## src/rtl/sync_fifo_lvl.sv

```systemverilog
// sync_fifo_lvl: synchronous FIFO with first-word fall-through reads,
// registered occupancy count, almost-full/almost-empty thresholds,
// synchronous flush and optional sticky overflow/underflow flags.
// Optional feature macro: SYNC_FIFO_ERR_FLAGS_EN builds the sticky error
// flags and honours i_clr_err; without it both error outputs are tied low.
module sync_fifo_lvl #(
  parameter int WIDTH     = 8,
  parameter int DEPTH     = 16,
  parameter int AF_THRESH = 12,
  parameter int AE_THRESH = 2
) (
  input  logic                     i_clk,
  input  logic                     i_rst,
  input  logic [WIDTH-1:0]         i_wr_data,
  input  logic                     i_wr,
  input  logic                     i_rd,
  input  logic                     i_flush,
  input  logic                     i_clr_err,
  output logic [WIDTH-1:0]         o_rd_data,
  output logic [$clog2(DEPTH):0]   o_count,
  output logic                     o_full,
  output logic                     o_empty,
  output logic                     o_almost_full,
  output logic                     o_almost_empty,
  output logic                     o_overflow,
  output logic                     o_underflow
);

  localparam int AW = $clog2(DEPTH);
  localparam int CW = AW + 1;

  logic [WIDTH-1:0] mem [DEPTH];
  logic [AW:0]      wr_ptr, rd_ptr;
  logic [CW-1:0]    count_q;
  logic             wr_ok, rd_ok;

  // Status flags decode straight from the registered count
  assign o_count        = count_q;
  assign o_full         = (count_q == CW'(DEPTH));
  assign o_empty        = (count_q == '0);
  assign o_almost_full  = (count_q >= CW'(AF_THRESH));
  assign o_almost_empty = (count_q <= CW'(AE_THRESH));

  // A read frees a slot this cycle, so a full FIFO still takes a write
  // when it is popped in the same cycle. Flush suppresses both.
  assign rd_ok = i_rd && !o_empty && !i_flush;
  assign wr_ok = i_wr && (!o_full || rd_ok) && !i_flush;

  // Fall-through head word; undefined content while empty
  assign o_rd_data = mem[rd_ptr[AW-1:0]];

  // Storage array, intentionally not reset
  always_ff @(posedge i_clk) begin
    if (!i_rst && wr_ok) mem[wr_ptr[AW-1:0]] <= i_wr_data;
  end

  // Pointers and occupancy count; reset beats flush beats normal traffic
  always_ff @(posedge i_clk) begin
    if (i_rst || i_flush) begin
      wr_ptr  <= '0;
      rd_ptr  <= '0;
      count_q <= '0;
    end else begin
      if (wr_ok) wr_ptr <= wr_ptr + 1'b1;
      if (rd_ok) rd_ptr <= rd_ptr + 1'b1;
      case ({wr_ok, rd_ok})
        2'b10:   count_q <= count_q + 1'b1;
        2'b01:   count_q <= count_q - 1'b1;
        default: count_q <= count_q;
      endcase
    end
  end

`ifdef SYNC_FIFO_ERR_FLAGS_EN
  logic ovf_q, unf_q;
  logic ovf_evt, unf_evt;

  // Requests dropped during a flush are not errors
  assign ovf_evt = i_wr && !wr_ok && !i_flush;
  assign unf_evt = i_rd && o_empty && !i_flush;

  // Sticky error flags; a same-cycle new event outranks the clear
  always_ff @(posedge i_clk) begin
    if (i_rst) begin
      ovf_q <= 1'b0;
      unf_q <= 1'b0;
    end else begin
      ovf_q <= ovf_evt | (ovf_q & ~i_clr_err);
      unf_q <= unf_evt | (unf_q & ~i_clr_err);
    end
  end

  assign o_overflow  = ovf_q;
  assign o_underflow = unf_q;
`else
  logic unused_clr_err;
  assign unused_clr_err = i_clr_err;
  assign o_overflow     = 1'b0;
  assign o_underflow    = 1'b0;
`endif

endmodule

```

## config.mk

```make
export PLATFORM = sky130hd
export DESIGN_NAME = sync_fifo_lvl
export DESIGN_NICKNAME = d
export VERILOG_FILES = /design/src/rtl/sync_fifo_lvl.sv
export SDC_FILE = /design/constraint.sdc
export NUM_CORES = 1
export LEC_CHECK = 0
export CORE_ASPECT_RATIO = 1.1
export CORE_UTILIZATION = 45
export CTS_BUF_LIST = sky130_fd_sc_hd__clkbuf_8
export CTS_CLUSTER_DIAMETER = 200
export DETAILED_ROUTE_END_ITERATION = 16
export HOLD_SLACK_MARGIN = 0.12
export PLACE_DENSITY = 0.76
export SETUP_SLACK_MARGIN = 0.15
export SYNTH_ARGS = -nofsm -noshare
export SYNTH_HDL_FRONTEND = slang
export SYNTH_SLANG_ARGS = --single-unit
```

## constraint.sdc

```tcl
create_clock -name i_clk -period 2.65 [get_ports i_clk]
set_clock_uncertainty 0.05 [all_clocks]
set_input_delay 0.6625 -clock i_clk [delete_from_list [all_inputs] [get_ports i_clk]]
set_output_delay 0.6625 -clock i_clk [all_outputs]
set_load 0.01 [all_outputs]
```

## Word level (Yosys, flattened, before mapping)

Memory sizes are Yosys's and may differ from the RTL's. A register that Yosys moved wholly into a read port is not among the register bits.
Index checks and enable logic that the tools add are counted.

- Add/sub/neg operators: 4
- Magnitude comparators: 2
- Equality and inequality tests: 3
- Mux-type cells: 5
- Reductions and logical operators: 13

Operators with widths:

| cell | number |
|---|---|
| 5-bit by 1-bit adder with 5-bit output, second input constant | 3 |
| 5-bit one-hot mux with 2 select lines | 1 |
| 4-bit two-way mux | 2 |
| 5-bit == test, second input constant | 1 |
| 5-bit by 4-bit >= comparator with 1-bit output, second input constant | 1 |
| 5-bit by 2-bit less-or-equal comparator with 1-bit output, second input constant | 1 |
| 1-bit logical AND | 5 |
| 5-bit zero test | 1 |
| 5-bit by 1-bit subtractor with 5-bit output, second input constant | 1 |
| 1-bit zero test | 4 |
| 2-bit by 1-bit == test with 1-bit output, second input constant | 1 |
| 2-bit == test, second input constant | 1 |
| 1-bit logical OR | 2 |
| 1-bit two-way mux | 2 |
| 2-bit nonzero test | 1 |

- Register bits: 15
- Memory bits (writable): 128
- Bits of input ports: 14
- Output and inout bits: 19
- Memories kept: 1

Memories:

| memory | words | width | rd ports | clocked after memory_dff | write ports | RTL line | source |
|---|---|---|---|---|---|---|---|
| mem | 16 | 8 | 1 | 1 | 1 | 32 | `logic [WIDTH-1:0] mem [DEPTH];` |

## Longest topological paths before layout

- Depth in word-level cells: 10
- Gate-level depth with buffers: 11
- Mapped depth without buffers: 10

## Worst setup path before layout

OpenSTA, ideal clock, no wires.

- Path type: register to register
- Start: register count_q[0], in the netlist o_count[0]
- End: register count_q[4], in the netlist o_count[4]
- Setup time: 0.072 ns
- Arrival time: 2.772 ns
- Data required time: 2.528 ns
- Setup slack: -0.244 ns
- Cell stages (with the launch flop): 12
- Clock period less this slack: 2.894 ns
- Cells stage by stage: dfxtp_1 or4_1 buf_6 o31a_4 inv_1 ha_1 inv_1 fa_1 nand2b_1 a21oi_1 mux2i_1 mux2i_1

- Cells in the longest elaborated chain, start to end: 9
- Elaborated cells on any way between the ends: 15
- Classes of those cells: add/sub (2); eq/ne (3); mux (1); reduce/logical (9)

RTL lines:

| what | RTL line | source |
|---|---|---|
| from (decl) | 34 | `logic [CW-1:0] count_q;` |
| from (signal assigned) | 67 | `2'b10: count_q <= count_q + 1'b1;` |
| from (signal assigned) | 68 | `2'b01: count_q <= count_q - 1'b1;` |
| from (signal assigned) | 69 | `default: count_q <= count_q;` |
| 5-bit zero test | 40 | `assign o_empty = (count_q == '0);` |
| 1-bit zero test | 46 | `assign rd_ok = i_rd && !o_empty && !i_flush;` |
| 1-bit logical AND (2 in series) | 46 |  |
| 1-bit logical OR | 47 | `assign wr_ok = i_wr && (!o_full \|\| rd_ok) && !i_flush;` |
| 1-bit logical AND (2 in series) | 47 |  |
| 2-bit by 1-bit == test with 1-bit output or 2-bit == test (tied branches) | 66 | `case ({wr_ok, rd_ok})` |
| 5-bit one-hot mux with 2 select lines or 2-bit nonzero test (tied branches) | -- |  |

Several ways; a longest one is shown, not always the timed one.
A chain may end at the register's enable or synchronous reset.

==> metrics.yaml <==
p_total_mw: 4.31
worstPathArrival_ns: 2.09
ir_worst_vdd_v: 0.000411
hp-class: "reg2reg"
clkSinkCount: 145
r2r_start: "o_count[3]"
io_buffers: 29
dp_hpwl_um: 7440
fp.dieW_um: 111
cts_root_buf: "clkbuf_8"
top_usage_layer: "met2"
cts_made_buffers: 17
final_cell_mix: "128 x edfxtp_1, 32 x mux4_2, 29 x buf_4, 22 x nor2_1, 18 x clkdlybuf4s50_1"
htreeDepth: 4
fin_cells: 576
status: "finished, violations left"
grtUsageTotal_pct: 19.0
cts_tree: "done"
syn_inst: 325
maxCapViolCount: 0
path_class: "reg2out"
max_slew_margin_pct: 50.8
synth_edf_count: 128
grt.met3_usage_pct: 4.13
leakagePower_nw: 2.43
final_util_pct: 57.9
met1_usage_pct: 24.1
grt_max_degree: 25
synth.cell_area_um2: 5850
core_um2: 12600
rsz0062_at_grt: "true"
start_util_pct: 46.3
worst_pin_slew_ns: 0.735
dpl.cell_count: 533
yosys_warnings: 0
antenna_found_initial: 0
cts.clk_slew.worst_paths_ns: 0.08
hp-start: "rd_ptr[3]"
synth_cell_types: 41
rows: 43
dr.pass1.iters: 4
worst_slack_ns: -0.155
final-hold-violation-count: 0
timing.fmax_mhz: 356
drtAntennaViolNets: 0
cp_max_fo: 8
report.final.slew_viol_count: 0
dpl-instance-area_um2: 6620
p_per_area_nw_per_um2: 589
place_ws_ns: -0.362
grt_pass1_vias: 3310
dieArea_um2: 13500
fill_cells: 931
grt_pass1_wl_um: 18600
overflow: 0
worstPathRequired_ns: 1.94
final.min_clock_period_ns: 2.81
violations: "setup timing"
synth_flop_cell: "edfxtp_1"
area_growth_pct: 25.1
insertedDiodeCount: 0
layout_commonest_cell: "edfxtp_1"
synth.avg_cell_area_um2: 18.0
ys_seq_elements: 145
drt-total-wl_um: 11900
synth_seq_area_share_pct: 71.5
fin_nets: 430
async_flop_share_pct: 0
crit_path_end_kind: "output port"
grt_use_met2_pct: 32.0
finalInstanceArea_um2: 7320
clk-insertion-delay-late_ns: 0.45
start_kind: "flop"
drive_above_1_share_pct: 39.6
wl_per_cell_um: 20.7
die_y_um: 122
ctsLongestPathBuffers: 2
dr.first_iter.drc_count: 267
ioPinCount: 33
post-route-period-util_pct: 106
via_per_inst: 5.61
place_congestion: 0.735
vias: 3234
setup_viol: 8
drcViolationCount: 0
synth_stat cells (5+ instances only):
| cell type | number | area [um2] |
|---|---|---|
| nand2b_1 | 5 | 31.3 |
| inv_1 | 7 | 26.3 |
| a22oi_1 | 16 | 120 |
| ha_1 | 9 | 113 |
| nand2_1 | 14 | 52.6 |
| a21oi_1 | 5 | 25.0 |
| edfxtp_1 | 128 | 3840 |
| dfxtp_1 | 17 | 340 |
| clkbuf_1 | 7 | 26.3 |
| nor2_1 | 33 | 124 |
| mux4_2 | 32 | 721 |
worst paths after layout:
path	end	slack, ns	cells past startpoint
setup / recovery	o_rd_data[4]	-0.16	6
hold / removal	rd_ptr[3]	0.45	2
setup reg to reg	o_count[4]	0.03	10
hold reg to reg	rd_ptr[3]	0.45	2
stage by stage:
stage	hold slack, ns	setup TNS (ns)
final	0.449	-0.825
after global routing	0.491	-1.63
after CTS	0.451	-0.859
after detailed placement	0.437	-25.80
after global placement	0.425	-20.11
after floorplan	0.409	-0.0893
cell families after synthesis:
| kind of cell | share of synthesized area [%] |
|---|---|
| AO/OA/AOI/OAI | 4.00 |
| buffers and inverters | 1.73 |
| flip-flops | 71.5 |
| XOR/XNOR | 0.748 |
| adder cells (fa/ha/maj) | 2.27 |
| multiplexers | 13.0 |
| AND/OR/NAND/NOR | 6.67 |
| other | 0.0641 |
where the power goes:
group          total (mW)  internal (mW)  leakage [nW]  switching, mW
Sequential           2.49           2.49          1.29        0.00356
Combinational       0.161         0.0749         0.942         0.0860
Clock                1.66          0.827         0.196          0.830
area by class of cell:
cell class,instances,area (um2),area share (%)
clock buffer,17,234,3.20
clock inverter,15,145,1.98
inverter,7,28.8,0.393
multi-input combinational,159,1740,23.8
sequential,145,4190,57.3
tap,157,196,2.68
timing repair buffer,76,781,10.7
state kept, by name, indices dropped and copies added, names as in the netlist, named ones only:
register  count
rd_ptr        4
wr_ptr        4
mem         128
o_count       5
routing by layer:
metal	vias to the layer above	share of wire, %	wire length (um)
li1	1454	-	-
met1	1630	41	4930
met2	122	51	6110
met3	28	5.3	635
met4	0	2.2	263
met5	-	0	0
worst max-delay path: stages (launching register included):
cell and delay [ns]:
dfxtp_4 0.42, buf_12 0.12, buf_16 0.13, mux4_2 0.51, a22oi_2 0.23, nand2_1 0.09, buf_2 0.14
what timing repair did:
action	CTS	global route
gates cloned	2	0
hold buffers	0	0
setup endpoints to repair	14	73
pin swaps	13	4
buffers inserted	7	2
gates resized for setup	73	18
Note: power is estimated with default switching activity, not from simulation.
